### config.mk
export PLATFORM = sky130hd
export DESIGN_NAME = fp_add_sub
export DESIGN_NICKNAME = d
export VERILOG_FILES = /design/src/rtl/fp_add_sub.sv
export SDC_FILE = /design/constraint.sdc
export NUM_CORES = 1
export LEC_CHECK = 0
export CORE_MARGIN = 2
export CORE_UTILIZATION = 30
export CTS_CLUSTER_SIZE = 8
export DETAILED_ROUTE_END_ITERATION = 8
export GPL_TIMING_DRIVEN = 0
export HOLD_SLACK_MARGIN = 0.08
export PLACE_DENSITY = 0.52
export SYNTH_ARGS = -nofsm -noshare
export SYNTH_HDL_FRONTEND = slang
export SYNTH_SLANG_ARGS = --single-unit
### constraint.sdc
create_clock -name clk -period 13.35 [get_ports clk]
set_input_delay 2.67 -clock clk [delete_from_list [all_inputs] [get_ports clk]]
set_output_delay 2.67 -clock clk [all_outputs]
set_load 0.02 [all_outputs]
### src/rtl/fp_add_sub.sv
// Multi-cycle IEEE-754 single-precision adder: flush-to-zero inputs/outputs,
// round to nearest even, result and done held until the next request.
module fp_add_sub (
  input  logic        clk,
  input  logic        reset,
  input  logic [31:0] a1,
  input  logic [31:0] a2,
  input  logic        start,
  output logic [31:0] result,
  output logic        done
);

  localparam int unsigned WW = 32;
  localparam int unsigned EW = 8;
  localparam int unsigned MW = 24;
  localparam int unsigned GW = MW + 3;
  localparam int unsigned SW = GW + 1;
  localparam int unsigned XW = EW + 1;
  localparam int unsigned LW = 5;

  typedef enum logic [2:0] {IDLE, UNPACK, ALIGN, ADD, NORM, ROUND, DONE} state_t;

  state_t state_q, state_d;
  logic   rph_q;

  logic [WW-1:0] ra_q, rb_q;
  logic          sa_q, sb_q;
  logic [EW-1:0] ea_q, eb_q;
  logic [MW-1:0] ma_q, mb_q;
  logic          spec_q;
  logic [WW-1:0] spec_val_q;
  logic          sx_q, sub_q;
  logic [EW-1:0] ex_q;
  logic [GW-1:0] mx_q, my_q;
  logic [SW-1:0] sum_q;
  logic          sn_q, zr_q;
  logic [XW-1:0] en_q;
  logic [GW-1:0] mn_q;
  logic [MW:0]   mr_q;

  // Next-state logic
  always_comb begin
    state_d = state_q;
    case (state_q)
      IDLE:    if (start) state_d = UNPACK;
      UNPACK:  state_d = ALIGN;
      ALIGN:   state_d = ADD;
      ADD:     state_d = NORM;
      NORM:    state_d = ROUND;
      ROUND:   if (rph_q) state_d = DONE;
      DONE:    if (start) state_d = UNPACK;
      default: state_d = IDLE;
    endcase
  end

  // Unpack: field split and NaN/infinity screening
  logic [EW-1:0]   exp_a_c, exp_b_c;
  logic            nan_a_c, nan_b_c, inf_a_c, inf_b_c, spec_c;
  logic [WW-1:0]   spec_val_c;

  always_comb begin
    exp_a_c    = ra_q[30:23];
    exp_b_c    = rb_q[30:23];
    nan_a_c    = (&exp_a_c) && (|ra_q[22:0]);
    nan_b_c    = (&exp_b_c) && (|rb_q[22:0]);
    inf_a_c    = (&exp_a_c) && !(|ra_q[22:0]);
    inf_b_c    = (&exp_b_c) && !(|rb_q[22:0]);
    spec_c     = nan_a_c || nan_b_c || inf_a_c || inf_b_c;
    spec_val_c = rb_q;
    if (nan_a_c || nan_b_c || (inf_a_c && inf_b_c && (ra_q[31] ^ rb_q[31])))
      spec_val_c = 32'h7FC0_0000;
    else if (inf_a_c)
      spec_val_c = ra_q;
  end

  // Align: order by magnitude, shift the smaller with guard/round/sticky
  logic          a_big_c, s_big_c;
  logic [EW-1:0] e_big_c, e_sml_c, diff_c;
  logic [MW-1:0] m_big_c, m_sml_c;
  logic [52:0]   wide_c;
  logic [GW-1:0] al_c;

  always_comb begin
    a_big_c = {ea_q, ma_q} >= {eb_q, mb_q};
    s_big_c = a_big_c ? sa_q : sb_q;
    e_big_c = a_big_c ? ea_q : eb_q;
    e_sml_c = a_big_c ? eb_q : ea_q;
    m_big_c = a_big_c ? ma_q : mb_q;
    m_sml_c = a_big_c ? mb_q : ma_q;
    diff_c  = e_big_c - e_sml_c;
    wide_c  = {m_sml_c, 29'b0} >> diff_c;
    al_c    = {wide_c[52:27], wide_c[26] | (|wide_c[25:0])};
    if (diff_c >= 8'd26)
      al_c = {26'b0, |m_sml_c};
  end

  // Add/subtract magnitudes; mx is never smaller than my
  logic [SW-1:0] sum_c;

  always_comb begin
    if (sub_q) sum_c = {1'b0, mx_q} - {1'b0, my_q};
    else       sum_c = {1'b0, mx_q} + {1'b0, my_q};
  end

  // Normalise: carry right-shift, or leading-zero left-shift with underflow flush
  logic [LW-1:0] lz_c;
  logic [GW-1:0] mn_c;
  logic [XW-1:0] en_c;
  logic          zr_c, sn_c;

  always_comb begin
    lz_c = '0;
    for (int i = 0; i < 27; i++)
      if (sum_q[i]) lz_c = LW'(26 - i);
    mn_c = sum_q[GW-1:0] << lz_c;
    en_c = {1'b0, ex_q} - {4'b0, lz_c};
    zr_c = 1'b0;
    sn_c = sx_q;
    if (sum_q[SW-1]) begin
      mn_c = {sum_q[27:2], sum_q[1] | sum_q[0]};
      en_c = {1'b0, ex_q} + 9'd1;
    end else if (sum_q == '0) begin
      zr_c = 1'b1;
      sn_c = sx_q & ~sub_q;
    end else if ({1'b0, ex_q} <= {4'b0, lz_c}) begin
      zr_c = 1'b1;
    end
  end

  // Round to nearest even, then renormalise and pack
  logic          inc_c;
  logic [MW:0]   mr_c;
  logic [XW-1:0] e_fin_c;
  logic [22:0]   frac_c;
  logic [WW-1:0] res_c;

  always_comb begin
    inc_c   = mn_q[2] & (mn_q[3] | mn_q[1] | mn_q[0]);
    mr_c    = {1'b0, mn_q[26:3]} + 25'(inc_c);
    e_fin_c = en_q + {8'b0, mr_q[MW]};
    frac_c  = mr_q[MW] ? mr_q[23:1] : mr_q[22:0];
    res_c   = {sn_q, e_fin_c[7:0], frac_c};
    if (spec_q)
      res_c = spec_val_q;
    else if (zr_q)
      res_c = {sn_q, 31'b0};
    else if (e_fin_c >= 9'd255)
      res_c = {sn_q, 8'hFF, 23'b0};
  end

  // State, datapath and output registers
  always_ff @(posedge clk or posedge reset) begin
    if (reset) begin
      state_q    <= IDLE;
      rph_q      <= 1'b0;
      ra_q       <= '0;
      rb_q       <= '0;
      sa_q       <= 1'b0;
      sb_q       <= 1'b0;
      ea_q       <= '0;
      eb_q       <= '0;
      ma_q       <= '0;
      mb_q       <= '0;
      spec_q     <= 1'b0;
      spec_val_q <= '0;
      sx_q       <= 1'b0;
      sub_q      <= 1'b0;
      ex_q       <= '0;
      mx_q       <= '0;
      my_q       <= '0;
      sum_q      <= '0;
      sn_q       <= 1'b0;
      zr_q       <= 1'b0;
      en_q       <= '0;
      mn_q       <= '0;
      mr_q       <= '0;
      result     <= '0;
      done       <= 1'b0;
    end else begin
      state_q <= state_d;
      rph_q   <= (state_q == ROUND) ? ~rph_q : 1'b0;
      case (state_q)
        IDLE, DONE: begin
          if (start) begin
            ra_q <= a1;
            rb_q <= a2;
            done <= 1'b0;
          end
        end
        UNPACK: begin
          sa_q       <= ra_q[31];
          sb_q       <= rb_q[31];
          ea_q       <= exp_a_c;
          eb_q       <= exp_b_c;
          ma_q       <= (exp_a_c == '0) ? '0 : {1'b1, ra_q[22:0]};
          mb_q       <= (exp_b_c == '0) ? '0 : {1'b1, rb_q[22:0]};
          spec_q     <= spec_c;
          spec_val_q <= spec_val_c;
        end
        ALIGN: begin
          sx_q  <= s_big_c;
          sub_q <= sa_q ^ sb_q;
          ex_q  <= e_big_c;
          mx_q  <= {m_big_c, 3'b000};
          my_q  <= al_c;
        end
        ADD: sum_q <= sum_c;
        NORM: begin
          mn_q <= mn_c;
          en_q <= en_c;
          zr_q <= zr_c;
          sn_q <= sn_c;
        end
        ROUND: begin
          if (!rph_q) begin
            mr_q <= mr_c;
          end else begin
            result <= res_c;
            done   <= 1'b1;
          end
        end
        default: ;
      endcase
    end
  end

endmodule

==> qor.csv, run 1 <==
stage,metric,value,unit
sta,hold_ws,0.4846,ns
finish,P&R area growth vs syn,16.18,%
global_route,largest net degree at the start of global routing,132,
floorplan,starting density of the core,0.3021,
sta,relative slew slack,0.2813,
hold_path,worst hold path class,flip-flop to flip-flop,
placement,placer congestion estimate,0.9484,
synth,commonest register cell after synthesis,dfrtp_1,
clock_network,Clock Path Buffers,3,
sta,Tmin final,6.042,ns
finish,Final nets,2807,
clock_network,Post-CTS Setup Inserts,0,
finish,ant diodes,0,
critical_path,CP Max Fanout,10,
floorplan,cell row count,100,
floorplan,Core Region,0.07432,sq mm
synth,number of synthesized flops with an enable pin,0,
synth,Synth Net Count,2654,
route,routed len/inst,23.08,um
synth,share of the synthesized area in the top cell type,0.3924,
clock_network,clk root buf,clkbuf_16,
route,WL final,83590,um
route,Vias,20590,
finish,share of layout cells above drive strength 1,0.08255,
sta,unrepaired setup endpoints after global routing,false,
synth,Yosys reg bits,352,
placement,Placed Instances,3563,
critical_path,CP peak stage delay,0.53,ns
placement,Detailed Place HPWL,65470,um
clock_network,clk slew on worst S/H paths,0.05,ns
sta,Final Cycle Share,0.4526,
run,max cap viols,0,
finish,Fill cells,7751,
global_route,GRT Total Usage,0.2143,
global_route,Overflow after GRT,0,
sta,Clock Skew,0.03266,ns
floorplan,io pins,100,
synth,yosys synthesis warning count,0,
critical_path,crit start category,flip-flop,
synth,synth top area cells,"dfrtp_1 (39%), ha_1 (5.1%), nand2_1 (5.1%)",
floorplan,die span in x,277.6,um
floorplan,Die Area,0.07703,sq mm
synth,Syn Inst Count,2493,
synth,post-synthesis sequential area ratio,0.3924,
route,router iterations before antenna repair,6,
global_route,number of global-route vias before repair,20510,
global_route,initial antenna violation count,3,
floorplan,Die Ht,277.6,um
synth,main combinational cell family by area after synthesis,compound AO/OA/AOI/OAI gates,
status,run status,finished clean,
critical_path,Crit Path Class,flip-flop to flip-flop,
route,DR DRC count,0,
sta,max-slew violation count,0,
synth,Synth Area in XOR/XNOR,0.02842,
synth,Post-Synth Adder-Cell Area,0.05306,
sta,final setup vio count,0,
route,antenna violation net count after detailed routing,0,
critical_path,CP arrival,6.56,ns
route,1st-iter DRT viols,2123,
synth,"area leader, netlist",dfrtp_1,
finish,design area,0.02608,sq mm
synth,Cell variety after synth,95,
route,Vias/cell,5.684,
sta,final hold violation count,0,
sta,fmax,0.1655,GHz
clock_network,"Clk Latency, worst-skew pair",0.61,ns
clock_network,cts bufs inserted,50,
clock_network,hold buffers post-CTS,0,
clock_network,CTS tree,built,
finish,"Core Util, Final",0.3509,
clock_network,H-Tree Depth,2,
critical_path,CP cell instances,inv_1 -> ha_1 -> nand2b_4 -> a2111o_1 -> a311oi_2 -> a21o_2 -> and4_1 -> nor2_1 -> ha_1 -> inv_1 -> buf_1 -> clkbuf_1 -> clkbuf_1 -> a31oi_1 -> a31oi_1 -> mux2i_1 -> a41oi_1 -> nor3_1 -> a31o_1 -> a21oi_1,
clock_network,post-cts resize count,0,
critical_path,Crit. End Element,flip-flop,
synth,Avg Inst Size Synth,9.005,sq um
global_route,global-route wire length before repair,128200,um
finish,Finished Layout Cells,3622,
placement,DP Area,0.02472,sq mm
clock_network,Sinks on Clock Net,352,
placement,Port Buffer Count,99,
synth,ys async rst share,1.000,
synth,Post-Syn Area,0.02245,sq mm
synth,Synth Area in Compound Gates,0.2195,
sta,worst slew pin tran,1.071,ns
critical_path,Crit-path slowest cell,buf_1,
finish,Multi-input gate area,0.01255,sq mm
critical_path,WP data required,13.87,ns
synth,post-synthesis mux area share,0.1067,
synth,simple-gate share of the synthesized area,0.1510,
finish,FF+latch area,0.008808,sq mm
==> worst max-delay path, delay by kind of cell (launching register included) <==
kind / cells / cell delay (ns)
flops: 1 / 0.40
mux: 1 / 0.26
simple gates: 4 / 0.54
buf+inv: 5 / 1.87
fa+ha+maj: 2 / 0.61
compound gates: 8 / 2.28
==> cell families after synthesis <==
| logic type | count (synthesis) |
|---|---|
| AO/OA/AOI/OAI | 762 |
| AND/OR/NAND/NOR | 746 |
| flip-flops | 352 |
| buffers and inverters | 273 |
| multiplexers | 194 |
| adder cells (fa/ha/maj) | 94 |
| XOR/XNOR | 72 |
==> state kept, by name (all words and copies together), names as in the netlist, 3 cells and up <==
signal / count
ra_q: 32
rb_q: 32
result: 32
spec_val_q: 32
sum_q: 28
mn_q: 27
my_q: 27
mr_q: 25
ma_q: 24
mb_q: 24
mx_q: 24
en_q: 9
ea_q: 8
eb_q: 8
ex_q: 8
state_q: 3
==> cell usage in the layout, fill, tap and decap left out, types with 8 or more instances in the layout <==
cell and instances:
buf_1 9, mux2_2 79, nand2_1 303, nor2_1 195, a22o_1 51, a21boi_0 9
mux2i_1 86, or3_1 9, o211ai_1 25, dfrtp_1 352, a31oi_1 25, clkbuf_16 51
buf_2 12, o21a_1 12, and2_1 10, and3_1 18, xor2_1 31, nand3_1 53
and4_1 9, mux4_2 28, o21ai_0 220, nand2b_1 16, ha_1 92, inv_1 103
o22ai_1 17, a211oi_1 26, a221oi_1 11, clkbuf_1 139, clkdlybuf4s50_1 99, o31ai_1 23
nand4_1 25, a21oi_1 204, nor2b_1 13, nor3_1 33, nor4_1 41, a211o_1 8
a21o_1 17, xnor2_1 40
==> layer usage <==
layer  track usage  up-vias  share of wire
met5             0        -        0.00047
met4       0.06805        6          0.031
met3       0.03158      157          0.062
met2        0.3579      761           0.47
met1        0.2850    10280           0.43
li1              -     9380              -
==> synth_stat cells, types with 7 or more instances <==
master / count
a2111oi_0: 7
a211o_1: 8
a211oi_1: 26
a21boi_0: 9
a21o_1: 17
a21oi_1: 204
a221oi_1: 11
a22o_1: 51
a31oi_1: 25
and2_1: 10
and3_1: 18
and4_1: 9
buf_1: 9
buf_2: 12
clkbuf_1: 134
dfrtp_1: 352
ha_1: 92
inv_1: 104
mux2_2: 79
mux2i_1: 86
mux4_2: 28
nand2_1: 303
nand2b_1: 16
nand3_1: 53
nand4_1: 25
nor2_1: 195
nor2b_1: 13
nor3_1: 33
nor4_1: 42
o211ai_1: 25
o21a_1: 12
o21ai_0: 220
o21bai_1: 7
o22ai_1: 17
o31ai_1: 23
o32a_1: 7
or3_1: 9
xnor2_1: 40
xor2_1: 31
==> path summary, 6_finish.rpt <==
check,depth (start not counted),to,from,slack (ns)
max,20,my_q[0]$_DFFE_PP0P_,ma_q[0]$_DFFE_PP0P_,7.31
min,2,mn_q[1]$_DFFE_PP0P_,mn_q[1]$_DFFE_PP0P_,0.48
max reg2reg,20,my_q[0]$_DFFE_PP0P_,ma_q[0]$_DFFE_PP0P_,7.31
min reg2reg,2,mn_q[1]$_DFFE_PP0P_,mn_q[1]$_DFFE_PP0P_,0.48
max in group asynchronous,3,sum_q[17]$_DFFE_PP0N_,reset,9.59
min in group asynchronous,2,ra_q[4]$_DFFE_PP0P_,reset,2.64
==> through the flow <==
step | worst slack, ns | TNS (ns)
3_3_place_gp | -3.366 | -1159.62
2_1_floorplan | 0.9165 | 0
6_report | 7.308 | 0
5_1_grt | 6.921 | 0
4_1_cts | 7.411 | 0
3_5_place_dp | 7.383 | 0
==> cell type report <==
type / instances / share of cell area
clock inverters: 3 / 0.002495
well taps: 969 / 0.04649
plain buffers: 165 / 0.02648
multi-input cells: 1868 / 0.4812
inverters: 108 / 0.01583
repair buffers: 101 / 0.04011
flip-flops and latches: 352 / 0.3377
clock buffers: 56 / 0.04965
Power of run 1 is left out: the tool's default activity adds up to more than one toggle a clock period on the data nets, which glitch-free logic cannot reach.
==> inputs of run 2 (changes only) <==
--- a/config.mk
+++ b/config.mk
@@ -11,7 +11,7 @@
 export DETAILED_ROUTE_END_ITERATION = 8
 export GPL_TIMING_DRIVEN = 0
 export HOLD_SLACK_MARGIN = 0.08
-export PLACE_DENSITY = 0.52
+export PLACE_DENSITY = 0.54
 export SYNTH_ARGS = -nofsm -noshare
 export SYNTH_HDL_FRONTEND = slang
 export SYNTH_SLANG_ARGS = --single-unit
==> constraint.sdc (replaced) <==
create_clock -name clk -period 5.4 [get_ports clk]
set_input_delay 1.08 -clock clk [delete_from_list [all_inputs] [get_ports clk]]
set_output_delay 1.08 -clock clk [all_outputs]
set_load 0.02 [all_outputs]
==> run 2 against run 1 <==
  * Clock skew decreased by 0.0096 ns
  * Sequential share of layout area decreased by 0.27 points
  * Non-clock buffer count increased by 7
  * Hold slack got worse by 0.0022 ns
  * Critical path depth decreased by 2
  * Maximum frequency increased by 15%
==> qor.csv, run 2 (synthesis gave the netlist of run 1 again) <==
stage,metric,value,unit
status,run status,finished clean,
placement,placer congestion estimate,0.9554,
floorplan,die span in x,277.6,um
critical_path,CP cell instances,inv_1 -> ha_1 -> nand2b_4 -> a2111o_1 -> a311oi_4 -> a21o_2 -> and4_1 -> nor2_1 -> ha_1 -> buf_4 -> mux4_2 -> mux2i_1 -> mux2i_1 -> mux2i_2 -> or3_1 -> o2111ai_1 -> a221oi_2 -> a21oi_1,
route,DR DRC count,0,
placement,Port Buffer Count,99,
finish,most frequent cells in the layout,"dfrtp_1 (352), nand2_1 (303), o21ai_0 (220)",
floorplan,Core Region,0.07432,sq mm
floorplan,Die Area,0.07703,sq mm
critical_path,CP peak stage delay,0.52,ns
route,Vias,20460,
clock_network,Sinks on Clock Net,352,
sta,fmax,0.1898,GHz
critical_path,"delay-heaviest family, CP",compound AO/OA/AOI/OAI gates,
global_route,Overflow after GRT,0,
finish,ant diodes,0,
clock_network,"Clk Latency, worst-skew pair",0.60,ns
route,routed len/inst,22.88,um
global_route,GRT Total Usage,0.2128,
critical_path,Crit. End Element,flip-flop,
clock_network,Clock Path Buffers,3,
critical_path,WP data required,5.87,ns
finish,FF+latch area,0.008808,sq mm
clock_network,H-Tree Depth,2,
sta,Clock Skew,0.02302,ns
critical_path,CP Max Fanout,10,
sta,worst slew pin tran,1.113,ns
clock_network,clk root buf,clkbuf_16,
hold_path,worst hold path class,flip-flop to flip-flop,
global_route,largest net degree at the start of global routing,44,
floorplan,io pins,100,
critical_path,crit start category,flip-flop,
finish,Multi-input gate area,0.01261,sq mm
clock_network,CTS tree,built,
finish,"Core Util, Final",0.3538,
clock_network,cts bufs inserted,50,
clock_network,hold buffers post-CTS,0,
sta,final hold violation count,0,
route,Vias/cell,5.642,
global_route,number of global-route vias before repair,20450,
route,antenna violation net count after detailed routing,0,
sta,final setup vio count,0,
floorplan,starting density of the core,0.3021,
run,max cap viols,0,
sta,unrepaired setup endpoints after global routing,true,
critical_path,CP arrival,5.74,ns
global_route,global-route wire length before repair,126900,um
sta,Final Cycle Share,0.9755,
sta,max-slew violation count,0,
clock_network,clk slew on worst S/H paths,0.05,ns
finish,Final nets,2814,
route,1st-iter DRT viols,1869,
critical_path,WP buf/inv,2,
global_route,initial antenna violation count,1,
finish,Fill cells,7720,
finish,P&R area growth vs syn,17.13,%
finish,"commonest non-fill, non-tap cell in the layout",dfrtp_1,
critical_path,Crit-path slowest cell,mux4_2,
floorplan,cell row count,100,
floorplan,Die Ht,277.6,um
placement,Detailed Place HPWL,66060,um
sta,relative slew slack,0.2527,
route,router iterations before antenna repair,6,
route,WL final,82990,um
finish,share of layout cells above drive strength 1,0.09067,
sta,Tmin final,5.268,ns
critical_path,Crit Path Class,flip-flop to flip-flop,
## run 2: final timing paths
kind,cells past startpoint,slack (ns),to,from
max,18,0.13,my_q[0]$_DFFE_PP0P_,ma_q[0]$_DFFE_PP0P_
min,2,0.48,result[8]$_DFFE_PP0P_,result[8]$_DFFE_PP0P_
max reg2reg,18,0.13,my_q[0]$_DFFE_PP0P_,ma_q[0]$_DFFE_PP0P_
min reg2reg,2,0.48,result[8]$_DFFE_PP0P_,result[8]$_DFFE_PP0P_
max in group asynchronous,4,3.35,mn_q[13]$_DFFE_PP0P_,reset
min in group asynchronous,2,1.03,rb_q[8]$_DFFE_PP0P_,reset
## run 2: cell type report
class | instances | area share
Inverter | 108 | 0.01556
Clock buffer | 54 | 0.04935
Clock inverter | 3 | 0.003426
Sequential cell | 352 | 0.3350
Tap cell | 969 | 0.04611
Buffer | 165 | 0.02684
Multi-Input combinational cell | 1868 | 0.4797
Timing Repair Buffer | 108 | 0.04406
## run 2: tightest hold or removal path, stage by stage, from the launching register on
cell     delay, ns
dfrtp_1       0.33
nand2_1       0.04
o21ai_0       0.06
## run 2: metal layers
metal  GRT usage  share of wire  vias to the layer above
met1      0.2849           0.44                    10230
li1            -              -                     9404
met5           0              0                        -
met3     0.02948          0.056                      137
met2      0.3589           0.48                      689
met4     0.05835          0.026                        0
## run 2: timing repair
item / CTS / global route
setup buffers: 0 / 1
hold endpoints to repair: 0 / 0
resized for setup: 7 / 15
endpoints found under the setup margin: 12 / 26
pin swaps: 0 / 1
## run 2: stage by stage
step	instances	TNS, ns	setup WS [ns]	area, sq um	hold slack, ns
after global placement	3561	-909.50	-2.657	24660	0.4716
after global routing	3627	-0.08850	-0.08128	26290	0.5038
after CTS	3626	0	0.04760	26240	0.4849
after floorplan	2493	-138.82	-0.3944	22450	0.4390
final	3627	0	0.1321	26290	0.4823
after detailed placement	3569	-1.331	-0.5373	24820	0.4733
Power of run 2 is left out for the same reason.
==> patch 1: new RTL, flow settings as in run 1 <==
Reset style: synchronous (`reset`), changed in one clocked block.
--- a/src/rtl/fp_add_sub.sv
+++ b/src/rtl/fp_add_sub.sv
@@ -151,3 +151,3 @@
   // State, datapath and output registers
-  always_ff @(posedge clk or posedge reset) begin
+  always_ff @(posedge clk) begin
     if (reset) begin
Formal check against the unedited RTL: not equivalent (a bounded check fails within 10 cycles, from zero or initial values and one cycle with reset high; the reset may be asserted at any time).
==> patch 1 against run 1 <==
  * Critical path depth is 1 lower
  * Final area is 4.8% lower
  * Utilization is 0.37 points higher
  * Sequential cell count stayed put
  * Area after synthesis is 5.5% lower
  * Hold slack worse by 16 ps
  * First-iteration DRC count is 13% lower
  * Die area is 5.4% lower
  * Routed wire length is 3.9% lower
  * Setup slack worse by 170 ps
  * Clock skew is 4.0 ps lower
  * Critical endpoint is now my_q[0]$_SDFFE_PP0P_
==> patch 1: results (changes against run 1) <==
Outcome
  – Status: complete, no violations (unchanged)

Yosys
  – Post-synthesis async set-or-reset flop share: 0% (was 100%)
  – Post-Syn Area per Cell: 7.93 um2 (was 9.00 um2)
  – Top cells by area, synth: dfxtp_1, nand2_1, nor2_1, ha_1, a21oi_1 (was dfrtp_1, ha_1, nand2_1, o21ai_0, a21oi_1)

GRT
  – Tot GR Track Use: 21.4% (about the same)
  – Met3 GRT Util: 2.66% (was 3.16%)
  – M1 GR Usage: 28.8% (was 28.5%)
  – Initial antenna violation count: 0 (was 3)
  – Met2 GRT Util: 35.4% (was 35.8%)

Timing
  – Clock skew: 28.6 ps (was 32.7 ps)

Place
  – Routability cong.: 0.942 (was 0.948)
  – Cell Area, Placed: 23,400 um2 (was 24,700 um2)
  – Placed insts: 3,716 (was 3,563)
  – Place WS: 7220 ps (was 7380 ps)
  – Post-DP HPWL: 63,700 um (was 65,500 um)

Layout
  – Fraction of area in registers: 28.4% (was 33.8%)
  – Seq_cells: 352 (unchanged)
  – Post-route cell area: 24,800 um2 (was 26,100 um2)
  – Layout buffer count excluding clock buffers: 298 (was 266)
  – Layout filler cell count: 7,382 (was 7,751)
  – Non-clock buffers, area share: 7.16% (was 6.66%)
  – Layout cells sized above 1: 6.20% (was 8.25%)

Clocking
  – Total CTS buffers: 51 (was 50)

Drt
  – Starting DRT DRC Count: 1,839 (was 2,123)
  – Wirelength per Cell: 21.3 um (was 23.1 um)
  – Vias per Instance: 5.50 (was 5.68)
patch 1: cell count changes in the layout (fill, tap and decap cells not counted), moves of 67 or more:
cell,before,now
dfrtp_1,352,0
dfxtp_1,0,352
o21ai_0,220,63
nor2_1,195,334
a22oi_1,6,110
nand2_1,303,384
a211oi_1,26,93
patch 1: logic make-up after synthesis:
group                    synth area share [%]
AO/OA/AOI/OAI                            22.4
XOR/XNOR                                 2.56
adder cells (fa/ha/maj)                  5.61
buffers and inverters                    5.68
flip-flops                               33.2
multiplexers                             9.53
AND/OR/NAND/NOR                          21.0
patch 1: path summary, 6_finish.rpt:
| kind | to | slack [ps] | startpoint | depth (start not counted) |
|---|---|---|---|---|
| worst max-delay path | my_q[0]$_SDFFE_PP0P_ | 7140 | mb_q[7]$_SDFFE_PP0P_ | 19 |
| worst min register to register | mr_q[0]$_SDFFE_PP0P_ | 470 | mr_q[0]$_SDFFE_PP0P_ | 2 |
| worst max register to register | my_q[0]$_SDFFE_PP0P_ | 7140 | mb_q[7]$_SDFFE_PP0P_ | 19 |
| worst min-delay path | mr_q[0]$_SDFFE_PP0P_ | 470 | mr_q[0]$_SDFFE_PP0P_ | 2 |
patch 1: power by group through the flow:
stage	Clock, mW	Sequential (mW)	Combinational (mW)
3_5_place_dp	0	1.20	1.06
4_1_cts	1.20	1.18	1.07
3_3_place_gp	0	1.20	1.06
2_1_floorplan	0	1.16	0.761
5_1_grt	1.24	1.19	1.17
6_report	1.18	1.19	1.08
patch 1: routing by layer:
metal  up-vias  routed length [um]
li1       9923                   -
met1     10000               36200
met2       709               37200
met3       125                4560
met4         0                2410
met5         -                   0
==> patch 2: new RTL, flow settings as in run 1 <==
Made on the original files. Re-encode `state_t` (7 states) as one-hot, 7 bits wide.
--- a/src/rtl/fp_add_sub.sv
+++ b/src/rtl/fp_add_sub.sv
@@ -20,3 +20,3 @@
 
-  typedef enum logic [2:0] {IDLE, UNPACK, ALIGN, ADD, NORM, ROUND, DONE} state_t;
+  typedef enum logic [6:0] {IDLE = 7'b0000001, UNPACK = 7'b0000010, ALIGN = 7'b0000100, ADD = 7'b0001000, NORM = 7'b0010000, ROUND = 7'b0100000, DONE = 7'b1000000} state_t;
 
Function: no difference found for any inputs over 4 cycles, from zero or initial values and one cycle with reset high; so few cycles prove little.
==> patch 2 against run 1 <==
  * Sequential cell count grew 4
  * Maximum frequency grew 0.89%
  * Die area shrank 0.13%
  * Area after synthesis shrank 0.13%
  * Sequential share of layout area grew 0.35 points
  * Setup slack gained 53 ps
  * Clock skew grew 4.7 ps
  * Final area grew 0.11%
  * Routed wire length shrank 1.6%
  * First-iteration DRC count shrank 17%
  * Hold slack lost 6.4 ps
  * Critical path type unchanged
  * Highest routed layer is now met4
Power is not shown: default switching activity piles up to over one toggle a cycle in this logic, so the estimate is an artifact.
==> patch 2: results (changes against run 1) <==
Yosys
  – Synth Area in XOR/XNOR: 2.73% (was 2.84%)
  – Mux cell area share after synthesis: 9.31% (was 10.7%)
  – Top cells by area, synth: dfrtp_1, nand2_1, mux2i_1, ha_1, o21ai_0 (was dfrtp_1, ha_1, nand2_1, o21ai_0, a21oi_1)
  – Synth unique cells: 94 (was 95)
  – Synth Instances: 2,592 (was 2,493)
  – Register area share after synthesis: 39.7% (was 39.2%)
  – Leading cell types by count after synthesis: nand2_1, dfrtp_1, o21ai_0, nor2_1, a21oi_1 (was dfrtp_1, nand2_1, o21ai_0, a21oi_1, nor2_1)
  – Synth Area in Adders: 5.31% (about the same)

Drt
  – First-pass iteration count of the detailed router: 7 (was 6)
  – Via count: 20.7k (was 20.6k)
  – Starting DRT DRC Count: 1,755 (was 2,123)

Timing
  – Headroom to the max-slew limit: 30.0% (was 28.1%)
  – Clock skew: 37.3 ps (was 32.7 ps)

Layout
  – Layout buffer count excluding clock buffers: 259 (was 266)
  – Non-clk invs: 106 (was 108)
  – Number of clock buffers in the layout: 65 (was 56)
  – P&R area growth vs syn: 16.5% (was 16.2%)
  – Layout cells sized above 1: 5.83% (was 8.25%)
  – Non-clock buffers, area share: 6.51% (was 6.66%)
  – Layout clock area frac: 5.46% (was 5.21%)
  – Fraction of area in multi-input gates: 47.7% (was 48.1%)

Worst setup path
  – R2R cell count: 21 (was 20)
  – Reg-to-Reg Start: eb_q[6]$_DFFE_PP0P_ (was ma_q[0]$_DFFE_PP0P_)
  – Crit path DAT: 6460 ps (was 6560 ps)

Min path
  – Hold Path Origin: result[18]$_DFFE_PP0P_ (was mn_q[1]$_DFFE_PP0P_)
  – Hold EP: result[18]$_DFFE_PP0P_ (was mn_q[1]$_DFFE_PP0P_)

GRT
  – Largest net degree at the start of global routing: 125 (was 132)
  – Initial antenna violation count: 0 (was 3)
  – Tot GR Track Use: 21.0% (was 21.4%)

Clocking
  – Total CTS buffers: 51 (was 50)

Outcome
  – Status: complete, no violations (unchanged)
[patch 2: metal layers]
| metal | track usage (%) | share of wire (%) |
|---|---|---|
| met1 | 28.8 | 45 |
| met2 | 34.4 | 46 |
| met3 | 2.77 | 5.8 |
| met4 | 6.24 | 3.1 |
| met5 | 0 | 0 |
[patch 2: worst register-to-register path, cell delays in order (launching register included)]
cell and delay [ps]:
dfrtp_1 430, inv_1 100, ha_1 270, buf_2 190, nand4_2 190, nor4_2 410
o2111ai_1 300, o21ai_1 290, buf_2 290, a21oi_2 130, ha_1 210, a311o_1 380
or3_1 410, buf_6 150, nand2_4 110, mux2_2 360, mux2_2 300, and2_0 170
o311ai_0 650, nand3_1 190, o22ai_1 220, a31oi_1 100
